## src/rtl/conv_bias_add.sv

```systemverilog
// Per-frame bias loader plus biased rescale/saturate stage between conv accumulators and the next layer.
// Define BIAS_ADD_RELU_EN to clamp negative results to zero (fused ReLU) with no extra latency.
module conv_bias_add #(
   parameter int KERN_S      = 16,
   parameter int COEFF_WIDTH = 16,
   parameter int ACC_WIDTH   = 32,
   parameter int DATA_WIDTH  = 16,
   parameter int OUT_SHIFT   = 8,
   parameter int FRAME_LEN   = 1024
) (
   input  logic                   ap_clk,
   input  logic                   ap_rst,
   input  logic [COEFF_WIDTH-1:0] bias_V_dout,
   input  logic                   bias_V_empty_n,
   output logic                   bias_V_read,
   input  logic [ACC_WIDTH-1:0]   acc_V_dout,
   input  logic                   acc_V_empty_n,
   output logic                   acc_V_read,
   output logic [DATA_WIDTH-1:0]  output_V_din,
   input  logic                   output_V_full_n,
   output logic                   output_V_write,
   output logic                   frame_done
);

   localparam int IDX_W = (KERN_S > 1) ? $clog2(KERN_S) : 1;
   localparam int CNT_W = $clog2(FRAME_LEN + 1);
   localparam logic [IDX_W-1:0] LAST_IDX  = IDX_W'(KERN_S - 1);
   localparam logic [CNT_W-1:0] LAST_CNT  = CNT_W'(FRAME_LEN - 1);
   localparam logic [CNT_W-1:0] FRAME_CNT = CNT_W'(FRAME_LEN);
   localparam logic signed [ACC_WIDTH:0] SAT_MAX =
      {{(ACC_WIDTH + 2 - DATA_WIDTH){1'b0}}, {(DATA_WIDTH - 1){1'b1}}};
   localparam logic signed [ACC_WIDTH:0] SAT_MIN =
      {{(ACC_WIDTH + 2 - DATA_WIDTH){1'b1}}, {(DATA_WIDTH - 1){1'b0}}};

   typedef enum logic {LOAD, RUN} state_t;

   state_t                  state;
   logic [COEFF_WIDTH-1:0]  bank [KERN_S];
   logic [IDX_W-1:0]        load_idx;
   logic [IDX_W-1:0]        ch_idx;
   logic [CNT_W-1:0]        out_cnt;
   logic [CNT_W-1:0]        rd_cnt;
   logic                    out_valid;
   logic [COEFF_WIDTH-1:0]  cur_bias;
   logic signed [ACC_WIDTH:0] sum;
   logic signed [ACC_WIDTH:0] res;
   logic [DATA_WIDTH-1:0]   sat;

   // Stream pops are masked while reset is held so no upstream word is dropped.
   assign bias_V_read    = ~ap_rst & (state == LOAD) & bias_V_empty_n;
   assign acc_V_read     = ~ap_rst & (state == RUN) & acc_V_empty_n &
                           (~out_valid | output_V_full_n) & (rd_cnt != FRAME_CNT);
   assign output_V_write = out_valid & output_V_full_n;
   assign frame_done     = output_V_write & (out_cnt == LAST_CNT);
   assign cur_bias       = bank[ch_idx];

   always_comb begin
      sum = $signed({acc_V_dout[ACC_WIDTH-1], acc_V_dout}) +
            $signed({{(ACC_WIDTH + 1 - COEFF_WIDTH){cur_bias[COEFF_WIDTH-1]}}, cur_bias});
      res = sum >>> OUT_SHIFT;
      sat = res[DATA_WIDTH-1:0];
      if (res > SAT_MAX) begin
         sat = {1'b0, {(DATA_WIDTH - 1){1'b1}}};
      end else if (res < SAT_MIN) begin
         sat = {1'b1, {(DATA_WIDTH - 1){1'b0}}};
      end
`ifdef BIAS_ADD_RELU_EN
      if (sat[DATA_WIDTH-1]) begin
         sat = '0;
      end
`endif
   end

   // Coefficients carry no reset; they are always rewritten before RUN.
   always_ff @(posedge ap_clk) begin
      if (bias_V_read) begin
         bank[load_idx] <= bias_V_dout;
      end
   end

   always_ff @(posedge ap_clk or posedge ap_rst) begin
      if (ap_rst) begin
         state        <= LOAD;
         load_idx     <= '0;
         ch_idx       <= '0;
         out_cnt      <= '0;
         rd_cnt       <= '0;
         out_valid    <= 1'b0;
         output_V_din <= '0;
      end else begin
         case (state)
            LOAD: begin
               if (bias_V_read) begin
                  if (load_idx == LAST_IDX) begin
                     load_idx <= '0;
                     state    <= RUN;
                  end else begin
                     load_idx <= load_idx + 1'b1;
                  end
               end
            end
            RUN: begin
               if (frame_done) begin
                  state  <= LOAD;
                  rd_cnt <= '0;
               end
            end
            default: state <= LOAD;
         endcase

         // A read in the same cycle as a write refills the output register.
         if (acc_V_read) begin
            output_V_din <= sat;
            out_valid    <= 1'b1;
            ch_idx       <= (ch_idx == LAST_IDX) ? '0 : ch_idx + 1'b1;
            rd_cnt       <= rd_cnt + 1'b1;
         end else if (output_V_write) begin
            out_valid <= 1'b0;
         end

         if (output_V_write) begin
            out_cnt <= (out_cnt == LAST_CNT) ? '0 : out_cnt + 1'b1;
         end
      end
   end

endmodule

```

## config.mk

```make
export PLATFORM = sky130hd
export DESIGN_NAME = conv_bias_add
export DESIGN_NICKNAME = d
export VERILOG_FILES = /design/src/rtl/conv_bias_add.sv
export SDC_FILE = /design/constraint.sdc
export NUM_CORES = 1
export LEC_CHECK = 0
export ABC_AREA = 0
export BUFFER_PORTS_ARGS = -buffer_cell sky130_fd_sc_hd__buf_2
export CORE_MARGIN = 3
export CORE_UTILIZATION = 45
export CTS_BUF_LIST = sky130_fd_sc_hd__clkbuf_8
export DETAILED_ROUTE_END_ITERATION = 10
export HOLD_SLACK_MARGIN = 0.15
export RECOVER_POWER = 100
export SLEW_MARGIN = 20
export SYNTH_ARGS = -nofsm -noshare
export SYNTH_HDL_FRONTEND = slang
export SYNTH_SLANG_ARGS = --single-unit
```

## constraint.sdc

```tcl
create_clock -name ap_clk -period 5.8 [get_ports ap_clk]
set_input_delay 0 -clock ap_clk [delete_from_list [all_inputs] [get_ports ap_clk]]
set_output_delay 0 -clock ap_clk [all_outputs]
set_load 0.03 [all_outputs]
```

==> results.tsv <==
stage	metric	value	unit
finish	fin cells	1629	
grt	met3 Use GR	3.34	%
flow_run	maxcap violations	10	
finish	Filler Cell Count	2687	
placed_design	placed cell area	15300	µm²
logic_synthesis	top cells by area, synth	edfxtp_1 53%, dfrtp_1 8.4%, mux4_2 4.7%	
floorplanning	Initial Util	46.3	%
finish	layout cell share with drive strength beyond 1	14.9	%
worst_setup_path	Critical Path AT	5780	ps
floorplanning	Die H	185	µm
placed_design	# placed instances	1509	
worst_setup_path	nature of the critical path startpoint	flip-flop	
grt	GRT Total Usage	21.4	%
pwr	Max VDD drop	242	µV
clock_tree	Post-CTS Setup Repair Bufs	0	
pwr	Lkg Pwr	0.00590	µW
logic_synthesis	Post-Syn Nets	1158	
clock_tree	clock tree buffer depth	3	
sta	final worst path period share	91.4	%
clock_tree	clk_lat worst skew	600	ps
clock_tree	H-tree levels	2	
logic_synthesis	Primary FF master, synth	edfxtp_1	
worst_setup_path	slowest CP cell	o41a_1	
placed_design	dpl ws	403	ps
sta	Setup Viol. Count Final	0	
worst_setup_path	critical-path cell list	buf_4 > mux2_2 > o21ai_0 > a21oi_1 > a22oi_1 > nand2_1 > ha_1 > a21oi_1 > nand2_1 > a2111oi_2 > nor2_1 > a31oi_1 > nor2_1 > or3_1 > o41a_1 > o22ai_1	
floorplanning	die width	185	µm
worst_setup_path	Largest stage delay, worst path	740	ps
logic_synthesis	asr flop ratio synth	15.8	%
sta	Final Hold Vio Count	0	
pwr	sequential share of power	29.5	%
grt	first-pass GRT wire length	55600	µm
grt	total global routing overflow	0	
clock_tree	clk slew on worst S/H paths	60	ps
status	failing checks	max-capacitance violations, max-slew violations	
logic_synthesis	most common cell in the netlist	edfxtp_1	
min_path	Worst Hold Class	in -> reg	
floorplanning	Ports	73	
logic_synthesis	unique cell type count in the Yosys netlist	77	
grt	Most Crowded Layer GR	met2	
route	drt first-iter violations	721	
route	Total Wirelength	36500	µm
clock_tree	Clock Sinks	304	
clock_tree	CTS tree	yes	
sta	Setup Skew	35.4	ps
sta	RSZ-0062 raised after global routing	no	
logic_synthesis	Post-synth top cells	256 x edfxtp_1, 85 x nand2_1, 76 x o21ai_0	
logic_synthesis	Yosys top cell by area	edfxtp_1	
sta	FMAX	189	MHz
pwr	Psw	3530	µW
finish	diode count	0	
logic_synthesis	number of synthesized flops with an enable pin	256	
worst_setup_path	delay-heaviest family, CP	compound AO/OA/AOI/OAI gates	
logic_synthesis	sequential fraction of the synthesis area	61.8	%
sta	post-layout min period	5300	ps
route	via count	9566	
grt	met1 Use GR	29.5	%
finish	design area	16400	µm²
logic_synthesis	post-synth top area share	53.5	%
sta	Relative slew margins	-88.5	%
clock_tree	CTS root buf	clkbuf_8	
floorplanning	FP Rows	64	
route	routed vias/inst	5.87	
route	Avg WL per Cell	22.4	µm
worst_setup_path	Crit. End Element	flip-flop	
floorplanning	die area	34100	µm²
logic_synthesis	Yosys reg bits	304	
placed_design	GPL Wtd Cong	0.910	
pwr	pwr dens	517	nW/µm²
placed_design	post-DP HPWL	22400	µm
route	DRC errors left	0	
grt	met2 usage	35.3	%
route	Final ANT Viol Nets	0	
status	status	finished with violations	
grt	pin count of the biggest net entering global routing	50	
sta	Slew @ Worst Pin	2830	ps
pwr	combinational share of power	49.2	%
logic_synthesis	Post-Syn Area per Cell	13.5	µm²
worst_setup_path	Buf/Inv on CP	1	
finish	area grow syn2layout	14.3	%
floorplanning	Core Area	31100	µm²
grt	initial antenna violation count	0	
pwr	Switching Share	41.5	%
worst_setup_path	Critical Path RT	6280	ps
grt	vias in the first global route	9534	
worst_setup_path	critical path class	reg -> reg	
pwr	internal power	4970	µW
logic_synthesis	Post-Synthesis Cells	1066	
sta	Final WS setup	500	ps
sta	Final Max Tran Viols	203	
logic_synthesis	Cell Area, Synth	14400	µm²
sta	setup_tns	0	ps
worst_setup_path	critical path peak fanout	17	
placed_design	port buffer count	72	
route	Pre-Repair DR Iteration Count	5	
finish	# nets final	1291	
clock_tree	TritonCTS buffer count	50	
pwr	Clock power frac	21.2	%
logic_synthesis	Synthesis Warnings	0	
[power by group through the flow]
stage | clock network (µW) | registers (µW) | logic (µW)
finish | 1800 | 2510 | 4180
global route | 1950 | 2520 | 4590
CTS | 1850 | 2510 | 4170
detailed placement | 0 | 2550 | 4110
global placement | 0 | 2550 | 4090
floorplan | 0 | 2560 | 3040
[cells in the final DEF (no fill, tap or decap), types with 34 or more instances in the layout]
| cell | netlist | routed |
|---|---|---|
| dfrtp_1 | 48 | 46 |
| edfxtp_1 | 256 | 256 |
| buf_2 | 2 | 35 |
| a21oi_1 | 63 | 63 |
| mux2i_1 | 58 | 58 |
| o21ai_0 | 76 | 76 |
| ha_1 | 39 | 39 |
| nand2_1 | 85 | 85 |
| clkbuf_1 | 39 | 52 |
| clkbuf_8 | 0 | 50 |
| nor2_1 | 47 | 46 |
| dlygate4sd3_1 | 0 | 34 |
[cell type report]
cell class / count / area (µm²) / share of cell area (%)
Timing Repair Buffer: 134 / 833 / 5.07
Inverter: 22 / 82.6 / 0.502
Sequential cell: 304 / 8890 / 54.1
Clock buffer: 50 / 688 / 4.19
Multi-Input combinational cell: 687 / 5180 / 31.5
Tap cell: 396 / 495 / 3.01
Clock inverter: 36 / 262 / 1.59
[worst paths after layout]
kind / to / startpoint / slack (ps) / cells past startpoint
setup / recovery: output_V_din[9] / ch_idx[0] / 500 / 16
hold / removal: out_valid / acc_V_empty_n / 160 / 3
setup reg to reg: output_V_din[9] / ch_idx[0] / 500 / 16
hold reg to reg: output_V_din[15] / output_V_din[15] / 490 / 1
max in group asynchronous: ch_idx[0] / ap_rst / 2770 / 4
min in group asynchronous: out_cnt[10] / ap_rst / 1020 / 4
[timing repair]
item,4_1_cts,5_1_grt
hold buffers,34,0
setup endpoints to repair,0,9
hold endpoints to repair,328,0
resized for setup,0,1
[per-layer routing]
| metal | part of all wire, % | vias to the layer above |
|---|---|---|
| met5 | 0 | - |
| met4 | 2.6 | 0 |
| met3 | 5.3 | 70 |
| met2 | 48 | 284 |
| met1 | 44 | 4749 |
| li1 | - | 4463 |
[flip-flops by register name, indices dropped and copies added (netlist names)]
signal        flops
load_idx          4
state             1
out_cnt          11
rd_cnt           11
ch_idx            4
output_V_din     16
out_valid         1
bank            256
[per-stage QoR]
step | utilization [%] | hold WS [ps] | total power [µW]
CTS | 53.3 | 155 | 8520
floorplan | - | 98.9 | 5600
global route | 52.9 | 179 | 9060
detailed placement | 49.1 | 243 | 6660
finish | 52.9 | 163 | 8500
global placement | 49.1 | 231 | 6640
[worst register-to-register path, stage by stage (launching register included)]
cell and delay (ps):
dfrtp_4 650, buf_4 360, mux2_2 370, o21ai_0 130, a21oi_1 70, a22oi_1 190, nand2_1 130, ha_1 390
a21oi_1 350, nand2_1 140, a2111oi_2 450, nor2_1 130, a31oi_1 320, nor2_1 110, or3_1 380, o41a_1 740
o22ai_1 250
[logic make-up after synthesis]
| group | share of synthesized area (%) |
|---|---|
| AO/OA/AOI/OAI | 12.9 |
| XOR/XNOR | 1.83 |
| adder cells (fa/ha/maj) | 3.39 |
| buffers and inverters | 2.19 |
| flip-flops | 61.8 |
| multiplexers | 9.67 |
| AND/OR/NAND/NOR | 8.20 |
(Power assumes the default switching activity.)
